--- src/rtl/msgPass_config_pkg.sv ---
// Message-passing buffer configuration constants.
// Supplies the default message and address widths shared by the buffer
// macro and its access controller.
package msgPass_config_pkg;

  localparam int unsigned MSGPASS_BUFF_RDATA_WIDTH = 16;
  localparam int unsigned MSGPASS_BUFF_ADDR_WIDTH  = 8;

endpackage

--- src/rtl/msgpass_buffer_ctrl.sv ---
// msgpass_buffer_ctrl
// Access controller for the dual-port message-passing buffer. Arbitrates two
// write channels and two read channels (valid/ready), issues registered
// commands to the buffer pins one cycle after each grant and returns read
// data two cycles after each read grant.
//
// Ports
//   clk_i, rstn                 clock (buffer read + write clock), async active-low reset
//   wreq_{a,b}_*                write request channels: valid, ready (comb), addr, data
//   rreq_{a,b}_*                read request channels: valid, ready (comb), addr
//   rresp_{a,b}_*               read response: 1-cycle valid pulse, data
//   buf_cen_o                   buffer read enable (1 = read clock/outputs enabled)
//   buf_wen_{a,b}_o             buffer write enables, active low
//   buf_waddr/wdata_{a,b}_o     buffer write address/data
//   buf_raddr_{a,b}_o           buffer read address
//   buf_rdata_{a,b}_i           buffer read data
//   buf_write_conflict_i        buffer same-address write flag
//   err_conflict_o              sticky conflict error
//
// Optional build macro MSGPASS_CTRL_STAT_EN adds 16-bit saturating stall
// counters stat_ww_stall_o and stat_rw_stall_o.
module msgpass_buffer_ctrl #(
  parameter int unsigned DATA_WIDTH = msgPass_config_pkg::MSGPASS_BUFF_RDATA_WIDTH,
  parameter int unsigned ADDR_WIDTH = msgPass_config_pkg::MSGPASS_BUFF_ADDR_WIDTH
) (
  input  logic                  clk_i,
  input  logic                  rstn,

  input  logic                  wreq_a_valid_i,
  output logic                  wreq_a_ready_o,
  input  logic [ADDR_WIDTH-1:0] wreq_a_addr_i,
  input  logic [DATA_WIDTH-1:0] wreq_a_data_i,
  input  logic                  wreq_b_valid_i,
  output logic                  wreq_b_ready_o,
  input  logic [ADDR_WIDTH-1:0] wreq_b_addr_i,
  input  logic [DATA_WIDTH-1:0] wreq_b_data_i,

  input  logic                  rreq_a_valid_i,
  output logic                  rreq_a_ready_o,
  input  logic [ADDR_WIDTH-1:0] rreq_a_addr_i,
  input  logic                  rreq_b_valid_i,
  output logic                  rreq_b_ready_o,
  input  logic [ADDR_WIDTH-1:0] rreq_b_addr_i,

  output logic                  rresp_a_valid_o,
  output logic [DATA_WIDTH-1:0] rresp_a_data_o,
  output logic                  rresp_b_valid_o,
  output logic [DATA_WIDTH-1:0] rresp_b_data_o,

  output logic                  buf_cen_o,
  output logic                  buf_wen_a_o,
  output logic                  buf_wen_b_o,
  output logic [ADDR_WIDTH-1:0] buf_waddr_a_o,
  output logic [ADDR_WIDTH-1:0] buf_waddr_b_o,
  output logic [DATA_WIDTH-1:0] buf_wdata_a_o,
  output logic [DATA_WIDTH-1:0] buf_wdata_b_o,
  output logic [ADDR_WIDTH-1:0] buf_raddr_a_o,
  output logic [ADDR_WIDTH-1:0] buf_raddr_b_o,
  input  logic [DATA_WIDTH-1:0] buf_rdata_a_i,
  input  logic [DATA_WIDTH-1:0] buf_rdata_b_i,
  input  logic                  buf_write_conflict_i,
  output logic                  err_conflict_o
`ifdef MSGPASS_CTRL_STAT_EN
  ,
  output logic [15:0]           stat_ww_stall_o,
  output logic [15:0]           stat_rw_stall_o
`endif
);

  // ---------------------------------------------------------------------------
  // Grant logic (combinational)
  // ---------------------------------------------------------------------------
  logic wa_gnt;
  logic wb_gnt;
  logic ra_gnt;
  logic rb_gnt;
  logic ww_addr_eq;
  logic ra_hit_wb;
  logic rb_hit_wa;

  always_comb begin
    ww_addr_eq = (wreq_a_addr_i == wreq_b_addr_i);

    // A always wins a same-address write pair; B lands one cycle later so
    // B's data is the final value and the buffer never sees a conflict.
    wreq_a_ready_o = rstn;
    wreq_b_ready_o = rstn & ~(wreq_a_valid_i & ww_addr_eq);

    wa_gnt = wreq_a_valid_i & wreq_a_ready_o;
    wb_gnt = wreq_b_valid_i & wreq_b_ready_o;

    // A granted write on the read's own port blocks the read outright, which
    // also covers the same-port address match; only the cross-port write
    // needs an explicit address compare for the read-after-write stall.
    ra_hit_wb = wb_gnt & (wreq_b_addr_i == rreq_a_addr_i);
    rb_hit_wa = wa_gnt & (wreq_a_addr_i == rreq_b_addr_i);

    rreq_a_ready_o = rstn & ~wa_gnt & ~ra_hit_wb;
    rreq_b_ready_o = rstn & ~wb_gnt & ~rb_hit_wa;

    ra_gnt = rreq_a_valid_i & rreq_a_ready_o;
    rb_gnt = rreq_b_valid_i & rreq_b_ready_o;
  end

  // ---------------------------------------------------------------------------
  // Issue / response pipeline next-state
  // ---------------------------------------------------------------------------
  logic                  rd_iss_a_q;
  logic                  rd_iss_b_q;
  logic                  rd_iss_a_d;
  logic                  rd_iss_b_d;
  logic                  wen_a_d;
  logic                  wen_b_d;
  logic [ADDR_WIDTH-1:0] waddr_a_d;
  logic [ADDR_WIDTH-1:0] waddr_b_d;
  logic [DATA_WIDTH-1:0] wdata_a_d;
  logic [DATA_WIDTH-1:0] wdata_b_d;
  logic [ADDR_WIDTH-1:0] raddr_a_d;
  logic [ADDR_WIDTH-1:0] raddr_b_d;
  logic                  rvalid_a_d;
  logic                  rvalid_b_d;
  logic                  cen_d;
  logic                  err_d;

  always_comb begin
    // Buffer address/data hold their last values when idle.
    wen_a_d    = 1'b1;
    wen_b_d    = 1'b1;
    waddr_a_d  = buf_waddr_a_o;
    waddr_b_d  = buf_waddr_b_o;
    wdata_a_d  = buf_wdata_a_o;
    wdata_b_d  = buf_wdata_b_o;
    raddr_a_d  = buf_raddr_a_o;
    raddr_b_d  = buf_raddr_b_o;
    rd_iss_a_d = ra_gnt;
    rd_iss_b_d = rb_gnt;
    rvalid_a_d = rd_iss_a_q;
    rvalid_b_d = rd_iss_b_q;
    err_d      = err_conflict_o | buf_write_conflict_i;

    if (wa_gnt) begin
      wen_a_d   = 1'b0;
      waddr_a_d = wreq_a_addr_i;
      wdata_a_d = wreq_a_data_i;
    end
    if (wb_gnt) begin
      wen_b_d   = 1'b0;
      waddr_b_d = wreq_b_addr_i;
      wdata_b_d = wreq_b_data_i;
    end
    if (ra_gnt) begin
      raddr_a_d = rreq_a_addr_i;
    end
    if (rb_gnt) begin
      raddr_b_d = rreq_b_addr_i;
    end

    // Read enable covers the issue cycle and the following data cycle,
    // since the buffer gates its read outputs with cen.
    cen_d = ra_gnt | rb_gnt | rd_iss_a_q | rd_iss_b_q;
  end

  // Pipeline registers; reset flushes any read in flight.
  always_ff @(posedge clk_i or negedge rstn) begin
    if (!rstn) begin
      buf_wen_a_o     <= 1'b1;
      buf_wen_b_o     <= 1'b1;
      buf_waddr_a_o   <= '0;
      buf_waddr_b_o   <= '0;
      buf_wdata_a_o   <= '0;
      buf_wdata_b_o   <= '0;
      buf_raddr_a_o   <= '0;
      buf_raddr_b_o   <= '0;
      buf_cen_o       <= 1'b0;
      rd_iss_a_q      <= 1'b0;
      rd_iss_b_q      <= 1'b0;
      rresp_a_valid_o <= 1'b0;
      rresp_b_valid_o <= 1'b0;
      err_conflict_o  <= 1'b0;
    end else begin
      buf_wen_a_o     <= wen_a_d;
      buf_wen_b_o     <= wen_b_d;
      buf_waddr_a_o   <= waddr_a_d;
      buf_waddr_b_o   <= waddr_b_d;
      buf_wdata_a_o   <= wdata_a_d;
      buf_wdata_b_o   <= wdata_b_d;
      buf_raddr_a_o   <= raddr_a_d;
      buf_raddr_b_o   <= raddr_b_d;
      buf_cen_o       <= cen_d;
      rd_iss_a_q      <= rd_iss_a_d;
      rd_iss_b_q      <= rd_iss_b_d;
      rresp_a_valid_o <= rvalid_a_d;
      rresp_b_valid_o <= rvalid_b_d;
      err_conflict_o  <= err_d;
    end
  end

  // Response data comes straight from the buffer in the cycle after capture.
  always_comb begin
    rresp_a_data_o = rresp_a_valid_o ? buf_rdata_a_i : '0;
    rresp_b_data_o = rresp_b_valid_o ? buf_rdata_b_i : '0;
  end

`ifdef MSGPASS_CTRL_STAT_EN
  // ---------------------------------------------------------------------------
  // Saturating stall counters
  // ---------------------------------------------------------------------------
  localparam int unsigned STAT_W     = 16;
  localparam int unsigned STAT_SUM_W = STAT_W + 1;

  logic              ww_stall;
  logic [1:0]        rw_stall_cnt;
  logic [STAT_W:0]   ww_sum;
  logic [STAT_W:0]   rw_sum;
  logic [STAT_W-1:0] stat_ww_d;
  logic [STAT_W-1:0] stat_rw_d;

  always_comb begin
    ww_stall     = wreq_b_valid_i & ~wreq_b_ready_o;
    rw_stall_cnt = {1'b0, rreq_a_valid_i & ~rreq_a_ready_o}
                 + {1'b0, rreq_b_valid_i & ~rreq_b_ready_o};
    ww_sum       = {1'b0, stat_ww_stall_o} + STAT_SUM_W'(ww_stall);
    rw_sum       = {1'b0, stat_rw_stall_o} + STAT_SUM_W'(rw_stall_cnt);
    stat_ww_d    = ww_sum[STAT_W] ? {STAT_W{1'b1}} : ww_sum[STAT_W-1:0];
    stat_rw_d    = rw_sum[STAT_W] ? {STAT_W{1'b1}} : rw_sum[STAT_W-1:0];
  end

  always_ff @(posedge clk_i or negedge rstn) begin
    if (!rstn) begin
      stat_ww_stall_o <= '0;
      stat_rw_stall_o <= '0;
    end else begin
      stat_ww_stall_o <= stat_ww_d;
      stat_rw_stall_o <= stat_rw_d;
    end
  end
`endif

endmodule

--- config.mk ---
export PLATFORM = sky130hd
export DESIGN_NAME = msgpass_buffer_ctrl
export DESIGN_NICKNAME = d
export VERILOG_FILES = /design/src/rtl/msgPass_config_pkg.sv /design/src/rtl/msgpass_buffer_ctrl.sv
export SDC_FILE = /design/constraint.sdc
export NUM_CORES = 1
export LEC_CHECK = 0
export CORE_MARGIN = 10
export CORE_UTILIZATION = 40
export DETAILED_ROUTE_END_ITERATION = 16
export PLACE_DENSITY_LB_ADDON = 0.2
export SLEW_MARGIN = 20
export SYNTH_ARGS = -nofsm -noshare
export SYNTH_HDL_FRONTEND = slang
export SYNTH_SLANG_ARGS = --single-unit
export TNS_END_PERCENT = 20
--- constraint.sdc ---
create_clock -name clk_i -period 2.8 [get_ports clk_i]
set_input_delay 0.56 -clock clk_i [delete_from_list [all_inputs] [get_ports clk_i]]
set_output_delay 0.56 -clock clk_i [all_outputs]
set_load 0.02 [all_outputs]
Yosys cells after proc, flatten, opt, wreduce, memory -nomap -nowiden

Cells that the tools add are included.

Register bits after elaboration: 72
Output and inout port bits: 106

Equal/unequal tests: 3
Muxes and demuxes: 4
Bitwise operators: 21

Operators with widths:

| kind              | count |
|---|---|
| 16-bit 2-to-1 mux | 2 |
| 8-bit == test     | 3 |
| 1-bit AND         | 12 |
| 1-bit inverter    | 5 |
| 1-bit OR          | 4 |
| 1-bit 2-to-1 mux  | 2 |

Depth between registers and ports, before layout

Gate-level depths: netlist of the first run.

Depth after elaboration: 12
Mapped depth: 6
Mapped depth without buffers: 5

Worst setup path after synthesis of the first run

Ideal clock, no wire load.

Path type: input-to-output
From: in wreq_b_addr_i[3]
To: out rreq_a_ready_o
Data arrival time: 1,925 ps
Data required time: 2,240 ps
Path slack: 315 ps
Stages: 5
Cells stage by stage: xnor2_1 > nand3_1 > o41ai_4 > nor2_1 > nor3b_1

Longest elaborated chain between the ends: 8
Elaborated cells between the ends (all ways): 9
Those cells by class: eq/ne (2); bitwise (7)

RTL lines:

| item             | line                      | RTL |
|---|---|---|
| start, declared  | msgpass_buffer_ctrl.sv:35 | `input logic [ADDR_WIDTH-1:0] wreq_b_addr_i,` |
| 8-bit == test    | msgpass_buffer_ctrl.sv:82 | `ww_addr_eq = (wreq_a_addr_i == wreq_b_addr_i);` |
| 1-bit AND        | msgpass_buffer_ctrl.sv:87 | `wreq_b_ready_o = rstn & ~(wreq_a_valid_i & ww_addr_eq);` |
| 1-bit inverter   | msgpass_buffer_ctrl.sv:87 |  |
| 1-bit AND        | msgpass_buffer_ctrl.sv:87 |  |
| 1-bit AND        | msgpass_buffer_ctrl.sv:90 | `wb_gnt = wreq_b_valid_i & wreq_b_ready_o;` |
| 1-bit AND *      | msgpass_buffer_ctrl.sv:95 | `ra_hit_wb = wb_gnt & (wreq_b_addr_i == rreq_a_addr_i);` |
| 1-bit inverter * | msgpass_buffer_ctrl.sv:98 | `rreq_a_ready_o = rstn & ~wa_gnt & ~ra_hit_wb;` |
| 1-bit AND *      | msgpass_buffer_ctrl.sv:98 |  |
| end, declared    | msgpass_buffer_ctrl.sv:39 | `output logic rreq_a_ready_o,` |

Every way passes the cells marked *; elsewhere a longest branch is shown, timed or not.

Final worst setup path of the first run

From: in wreq_b_addr_i[3]
To: out wreq_b_ready_o

Longest elaborated chain between the ends: 4

RTL lines:

| item           | line                      | RTL |
|---|---|---|
| 8-bit == test  | msgpass_buffer_ctrl.sv:82 |  |
| 1-bit AND      | msgpass_buffer_ctrl.sv:87 |  |
| 1-bit inverter | msgpass_buffer_ctrl.sv:87 |  |
| 1-bit AND      | msgpass_buffer_ctrl.sv:87 |  |
| end, declared  | msgpass_buffer_ctrl.sv:34 | `output logic wreq_b_ready_o,` |

Every way passes these cells.

==> results of run 1 <==
-- worst paths after layout --
path,startpoint,endpoint,depth (start not counted)
worst max-delay path,wreq_b_addr_i[3],wreq_b_ready_o,6
min in group clk_i,rd_iss_b_q$_DFF_PN0_,rresp_b_valid_o$_DFF_PN0_,0
worst min-delay path,rstn,buf_wdata_a_o[3]$_DFFE_PN0P_,1
max in group asynchronous,rstn,buf_wen_b_o$_DFF_PN1_,2
worst max register to register,rd_iss_a_q$_DFF_PN0_,buf_cen_o$_DFF_PN0_,2
worst min register to register,rd_iss_b_q$_DFF_PN0_,rresp_b_valid_o$_DFF_PN0_,0
-- metal layers --
| metal | wire (µm) | vias to the layer above | global-route usage, % |
|---|---|---|---|
| li1 | - | 1258 | - |
| met1 | 4308 | 1286 | 19.98 |
| met2 | 5768 | 131 | 31.49 |
| met3 | 1114 | 8 | 7.293 |
| met4 | 116 | 0 | 6.218 |
| met5 | 0 | - | 0 |
-- where the power goes --
part | internal, mW | switching, mW
logic | 0.600 | 0.461
clock network | 0.318 | 0.369
registers | 1.19 | 0.0803
-- flip-flops by register name, indices dropped and copies added, names as in the netlist --
name,count
buf_cen_o,1
buf_raddr_a_o,8
buf_raddr_b_o,8
buf_waddr_a_o,8
buf_waddr_b_o,8
buf_wdata_a_o,16
buf_wdata_b_o,16
buf_wen_a_o,1
buf_wen_b_o,1
err_conflict_o,1
rd_iss_a_q,1
rd_iss_b_q,1
rresp_a_valid_o,1
rresp_b_valid_o,1
-- cell families (layout without fill, tap and decap cells) --
logic type | after synthesis | in the layout
AOI/OAI and AO/OA | 3 | 3
xor gates and xnor gates | 24 | 24
DFF | 72 | 72
muxes | 64 | 64
buffers and inverters | 10 | 257
and+or+nand+nor | 54 | 54
-- through the flow --
step	worst slack, ns	hold WS, ns
finish	0.007092	0.1225
global route	-0.02844	0.1200
CTS	-0.002555	0.1154
detailed placement	-0.5738	0.4163
global placement	-0.5569	0.4173
floorplan	0.3147	0.2644
-- layout make-up --
cell class                      instances  area share (%)
Clock buffer                           12           2.297
Timing Repair Buffer                  239           39.76
Tap cell                              102           2.170
Clock inverter                          4          0.3829
Sequential cell                        72           30.67
Inverter                                2          0.1276
Multi-Input combinational cell        145           24.59
-- cells in the final DEF, fill, tap and decap left out, types with 2 or more instances in the layout --
cell type / instances
and2_1: 33
buf_12: 2
dlymetal6s2s_1: 6
mux2_4: 19
clkinv_2: 3
xnor2_2: 4
mux2_2: 45
nor4_1: 2
dfstp_2: 2
clkbuf_1: 3
inv_1: 2
xor2_1: 15
clkdlybuf4s50_1: 195
buf_4: 32
dfrtp_1: 70
nand2_1: 5
nor3_1: 2
dlygate4sd2_1: 3
xnor2_1: 5
clkbuf_8: 9
-- repair_timing --
action,in CTS,in global routing
resized for setup,22,10
hold endpoints to repair,0,0
cloned,0,0
pin swaps,1,7
buffers inserted,1,1
endpoints found under the setup margin,3,3
==> summary.md, run 1 <==
| Metric | Value |
|---|---|
| Worst path required time | roughly 2.2 ns |
| Critical Path End Type | primary output |
| Total chip power | slightly above 3 mW |
| CP peak stage delay | 0.53 ns |
| Area occupied by multi-input gates | 1446 µm² |
| Worst setup SP type | input pin |
| CTS tree | yes |
| Clock skew | about 0.0009 ns |
| Max-Cap Viols | 0 |
| Setup total negative slack | 0 ns |
| Max H-tree Level | 3 |
| DRT Pass-1 Iters | 4 |
| Cell area after layout | between 5000 and 6000 µm² |
| FFs w/ async S/R, synth | 100.0% |
| Die H | ~110 µm |
| Count leader, synth | dfrtp_1 |
| Synth cell count leaders | 70 x dfrtp_1, 45 x mux2_2, 33 x and2_1 |
| Clock Latency Late Sink | around 0.33 ns |
| Number of remaining DRC errors | 0 |
| Die ar. | roughly 12000 µm² |
| Worst EP arrival | 2.23 ns |
| Port bufs | 208 |
| Synth area leader | dfrtp_1 |
| Top post-synthesis cells by area | dfrtp_1 53%, mux2_2 15%, mux2_4 8.7% |
| Total number of vias | approximately 2700 |
| Ant diodes | 0 |
| Final hold vios | 0 |
| Main combinational cell family by area after synthesis | multiplexers |
| Final min period | roughly 2.8 ns |
| CTS max path bufs | 2 |
| CTS buffer count | 9 |
| Lkg Pwr | 2.592 nW |
| Final period util | 99.75% |
| Hold buffer count at CTS | 0 |
| First-pass GRT wire length | roughly 18000 µm |
| Synth Area in Compound Gates | ~1.3% |
| Register area | approximately 1800 µm² |
| Fmax | between 300 and 400 MHz |
| # IOs | roughly 210 |
| Least-Margin Pin Slew | about 0.38 ns |
| Root Driver | clkbuf_8 |
| Post-synth EDFFs | 0 |
| Layout cells sized above 1 | a little over a quarter |
| Mux cell area share after synthesis | between 20% and 30% |
| Filler Cells Inserted | approximately 550 |
| Crit path max fanout | 2 |
| Reg-to-reg slack, setup | 1.98 ns |
| Final Core Density | about 75% |
| Std cell rows | 32 |
| Post-Syn Area | about 3300 µm² |
| Synth Area in Adders | 0% |
| Outcome | complete, no violations |
| FF+latch count, synth | roughly 70 |
| Core area | between 7000 and 8000 µm² |
| Placed Cells incl. Taps | about 560 |
| Sink Count | between 70 and 80 |
| Ys flop type | dfrtp_1 |
| Relative slew slack | between 70 and 80% |
| Post-synthesis cell count | approximately 230 |
| Syn Nets | 330 |
| Initial antenna violation count | 0 |
| Slowest cell on crit path | or4_4 |
| Post-detailed-route via-to-cell ratio | around 4.7 |
| Largest net degree at the start of global routing | 27 |
| Pwr dens | 513.8 nW/µm² |
| Detail Route Antenna Nets | 0 |
| Critical-path cell list | clkdlybuf4s50_1, xnor2_2, nand3_2, or4_4, and2_1, buf_2 |
| Slew Limit Fails | 0 |
| Delay-heaviest family, CP | simple AND/OR/NAND/NOR gates |
| Final setup viols | 0 |
| Top cell type's share of synthesized area | a little over half |
| GRT Residual Overflow | 0 |
| HP Class | input pin to async pin |
| Sequential fraction of the synthesis area | between 50% and 60% |
| Die width | ~110 µm |
| CP Buf/Inv Count | 2 |
| Cell Count, Final, Fillers Out | 576 |
| Syn_area_per_cell | around 14 µm² |
| RSZ-0062 raised after global routing | true |
| Starting Density | between 40% and 50% |
| Nets | around 570 |
| Area Overhead vs Synth | 79.56% |
| Peak VDD IR | 312.3 µV |
| Placed Area | between 5000 and 6000 µm² |
| Reg clk slew, reported paths | 0.07 ns |
| Syn. warnings | 0 |
| WL per Instance | between 15 and 20 µm |
| DRT iter0 DRCs | 60 |
| Placer's final routability congestion estimate | a little under 0.8 |
| XOR/XNOR share of the synthesized area | roughly 6.4% |
| Overall routing resource usage | 18.31% |
| WS Path Type | input pin to primary output |
| Detailed Place HPWL | about 9500 µm |
| Vias in the first global route | just over 3000 |
| Post-synthesis cell type count | 27 |
| Post-Route WL | 11310 µm |
| Post-synthesis simple-gate area fraction | a little over a tenth |
(Power assumes the default switching activity.)
==> run 2, diff against run 1 <==
Settings changed: CAP_MARGIN set to 30.
==> results of run 2 <==
No change in the layout: final DEF, timing and power equal those of run 1.
==> run 3, diff against run 2 <==
Settings changed: CAP_MARGIN 30 to 25, CORE_UTILIZATION 40 to 33.
Clock period 2.8 ns to 2.23 ns, I/O delays scaled along.
==> summary.md, run 3 (same netlist as run 1, synthesis figures left out) <==
| Metric | Value |
|---|---|
| Setup total negative slack | 0 ns (unchanged) |
| Sink Count | 72 (unchanged) |
| Std cell rows | 36 (was 32) |
| Hold buffer count at CTS | 0 (unchanged) |
| GRT Residual Overflow | 0 (unchanged) |
| Pwr dens | 682.2 nW/µm² (was 513.8 nW/µm²) |
| Delay-heaviest family, CP | buffers and inverters (was simple AND/OR/NAND/NOR gates) |
| Port bufs | 208 (unchanged) |
| Worst EP arrival | 1.74 ns (was 2.23 ns) |
| HP Class | input pin to async pin (unchanged) |
| Outcome | complete, no violations (unchanged) |
| Placed Cells incl. Taps | 589 (was 558) |
| Placer's final routability congestion estimate | 0.7286 (was 0.7857) |
| Critical-path cell list | clkdlybuf4s50_1, xor2_1, nor4_2, nand2_1, nor2_2, nor3b_2, buf_4 (was clkdlybuf4s50_1, xnor2_2, nand3_2, or4_4, and2_1, buf_2) |
| Least-Margin Pin Slew | 0.3962 ns (was 0.3778 ns) |
| Pre-CTS setup slack | -0.9950 ns (was -0.5738 ns) |
| Leading cell type in the layout, fill and taps excluded | clkdlybuf4s50_1 (unchanged) |
| R2R Path Start | rd_iss_b_q$_DFF_PN0_ (was rd_iss_a_q$_DFF_PN0_) |
| Die H | 119.6 µm (was 110.5 µm) |
| Filler Cells Inserted | 808 (was 551) |
| Post-detailed-route via-to-cell ratio | 4.467 (was 4.658) |
| Final worst slack | 0.03916 ns (was 0.007092 ns) |
| Cell Count, Final, Fillers Out | 608 (was 576) |
| Crit path max fanout | 2 (unchanged) |
| Relative slew slack | 73.59% (was 74.81%) |
| Fmax | approximately 460 MHz |
| Worst path required time | 1.78 ns (was 2.24 ns) |
| CTS tree | yes (unchanged) |
| CP Buf/Inv Count | 2 (unchanged) |
| Lkg Pwr | 2.640 nW (was 2.592 nW) |
| Die ar. | 14310 µm² (was 12210 µm²) |
| Total chip power | 4.118 mW (was 3.022 mW) |
| DRT iter0 DRCs | 51 (was 60) |
| Ant diodes | 0 (unchanged) |
| RSZ-0062 raised after global routing | true (unchanged) |
| Clock skew | 0.008911 ns (was 0.0008991 ns) |
| CTS max path bufs | 2 (unchanged) |
| Starting Density | 33.67% (was 41.74%) |
| Slowest cell on crit path | clkdlybuf4s50_1 (was or4_4) |
| Detailed Place HPWL | 9694 µm (was 9498 µm) |
| DRT Pass-1 Iters | 4 (unchanged) |
| Final min period | between 2 and 2.5 ns |
| WS Path Type | input pin to primary output (unchanged) |
| # IOs | 209 (unchanged) |
| Core area | 9729 µm² (was 7848 µm²) |
| Final period util | between 90% and 100% |
| Die width | 119.6 µm (was 110.5 µm) |
| Nets | 573 (was 572) |
| First-pass GRT wire length | 18200 µm (was 17930 µm) |
| CTS buffer count | 9 (unchanged) |
| Critical Path End Type | primary output (unchanged) |
| Crit path from | rreq_a_addr_i[5] (was wreq_b_addr_i[3]) |
| Max-Cap Viols | 0 (unchanged) |
| Final setup viols | 0 (unchanged) |
| Overall routing resource usage | 16.28% (was 18.31%) |
| Initial antenna violation count | 0 (unchanged) |
| Peak VDD IR | 586.3 µV (was 312.3 µV) |
| Number of remaining DRC errors | 0 (unchanged) |
| CP peak stage delay | 0.44 ns (was 0.53 ns) |
| Vias in the first global route | 3129 (was 3029) |
| Slew Limit Fails | 0 (unchanged) |
| Worst setup SP type | input pin (unchanged) |
| Total number of vias | 2716 (was 2683) |
| Detail Route Antenna Nets | 0 (unchanged) |
| Most frequent cells in the layout | 176 x clkdlybuf4s50_1, 68 x dfrtp_1, 45 x mux2_2 (was 195 x clkdlybuf4s50_1, 70 x dfrtp_1, 45 x mux2_2) |
| Final hold vios | 0 (unchanged) |
| Largest net degree at the start of global routing | 32 (was 27) |
| Regs by FF count | buf_wdata_a_o x16, buf_wdata_b_o x16 (unchanged) |
| Reg clk slew, reported paths | 0.08 ns (was 0.07 ns) |
| Area Overhead vs Synth | 84.26% (was 79.56%) |
| Max H-tree Level | 3 (unchanged) |
| Clock Latency Late Sink | 0.34 ns (was 0.33 ns) |
| Root Driver | clkbuf_8 (unchanged) |
| WL per Instance | 19.12 µm (was 19.63 µm) |
| Post-Route WL | 11630 µm (was 11310 µm) |
| Layout cells sized above 1 | 33.26% (was 27.00%) |
==> run 3: power by group <==
part / internal [mW] / total [mW] / switching, mW
clock: 0.694 / 1.18 / 0.491
sequential: 1.50 / 1.60 / 0.0980
combinational: 0.754 / 1.34 / 0.583
==> run 3: per-layer routing <==
layer	up-vias	part of all wire, %	routed length [µm]	global-route usage (%)
li1	1266	-	-	-
met1	1304	40	4659	18.01
met2	137	48	5599	27.48
met3	9	11	1264	7.970
met4	0	0.89	104	4.072
met5	-	0	0	0
==> run 3: cell type report <==
cell class | count | area, µm² | area share [%]
tap | 133 | 166.4 | 2.757
multi-input combinational | 145 | 1504 | 24.92
sequential | 72 | 1807 | 29.93
clock buffer | 12 | 155.1 | 2.570
inverter | 2 | 7.507 | 0.1244
clock inverter | 4 | 76.32 | 1.265
timing repair buffer | 240 | 2320 | 38.43
==> run 3: worst reg2reg max path, cell delays in order, from the launching register on <==
cell	delay, ns
dfrtp_1	0.41
nor3_1	0.20
a22oi_1	0.08
==> run 3: path summary, 6_finish.rpt <==
check / endpoint / slack [ns] / depth (start not counted)
worst max-delay path: rreq_a_ready_o / 0.04 / 7
worst min-delay path: buf_wdata_b_o[10]$_DFFE_PN0P_ / 0.14 / 2
worst max register to register: buf_cen_o$_DFF_PN0_ / 1.42 / 2
worst min register to register: rresp_a_valid_o$_DFF_PN0_ / 0.40 / 0
max in group asynchronous: buf_wen_a_o$_DFF_PN1_ / 1.64 / 2
min in group clk_i: buf_waddr_b_o[4]$_DFFE_PN0P_ / 0.37 / 2
==> run 3: through the flow <==
stage / hold slack, ns / cell area [µm²] / utilization, %
CTS: 0.1239 / 5969 / 61.36
global placement: 0.4052 / 5715 / 58.74
detailed placement: 0.4046 / 5715 / 58.74
global route: 0.1452 / 6036 / 62.04
floorplan: 0.1504 / 3281 / -
finish: 0.1398 / 6036 / 62.04
==> run 3: what timing repair did <==
| item | in CTS | in global routing |
|---|---|---|
| setup buffers | 2 | 1 |
| resized for setup | 98 | 24 |
| pin swaps | 23 | 12 |
| setup endpoints to repair | 44 | 29 |
| hold endpoints to repair | 0 | 0 |
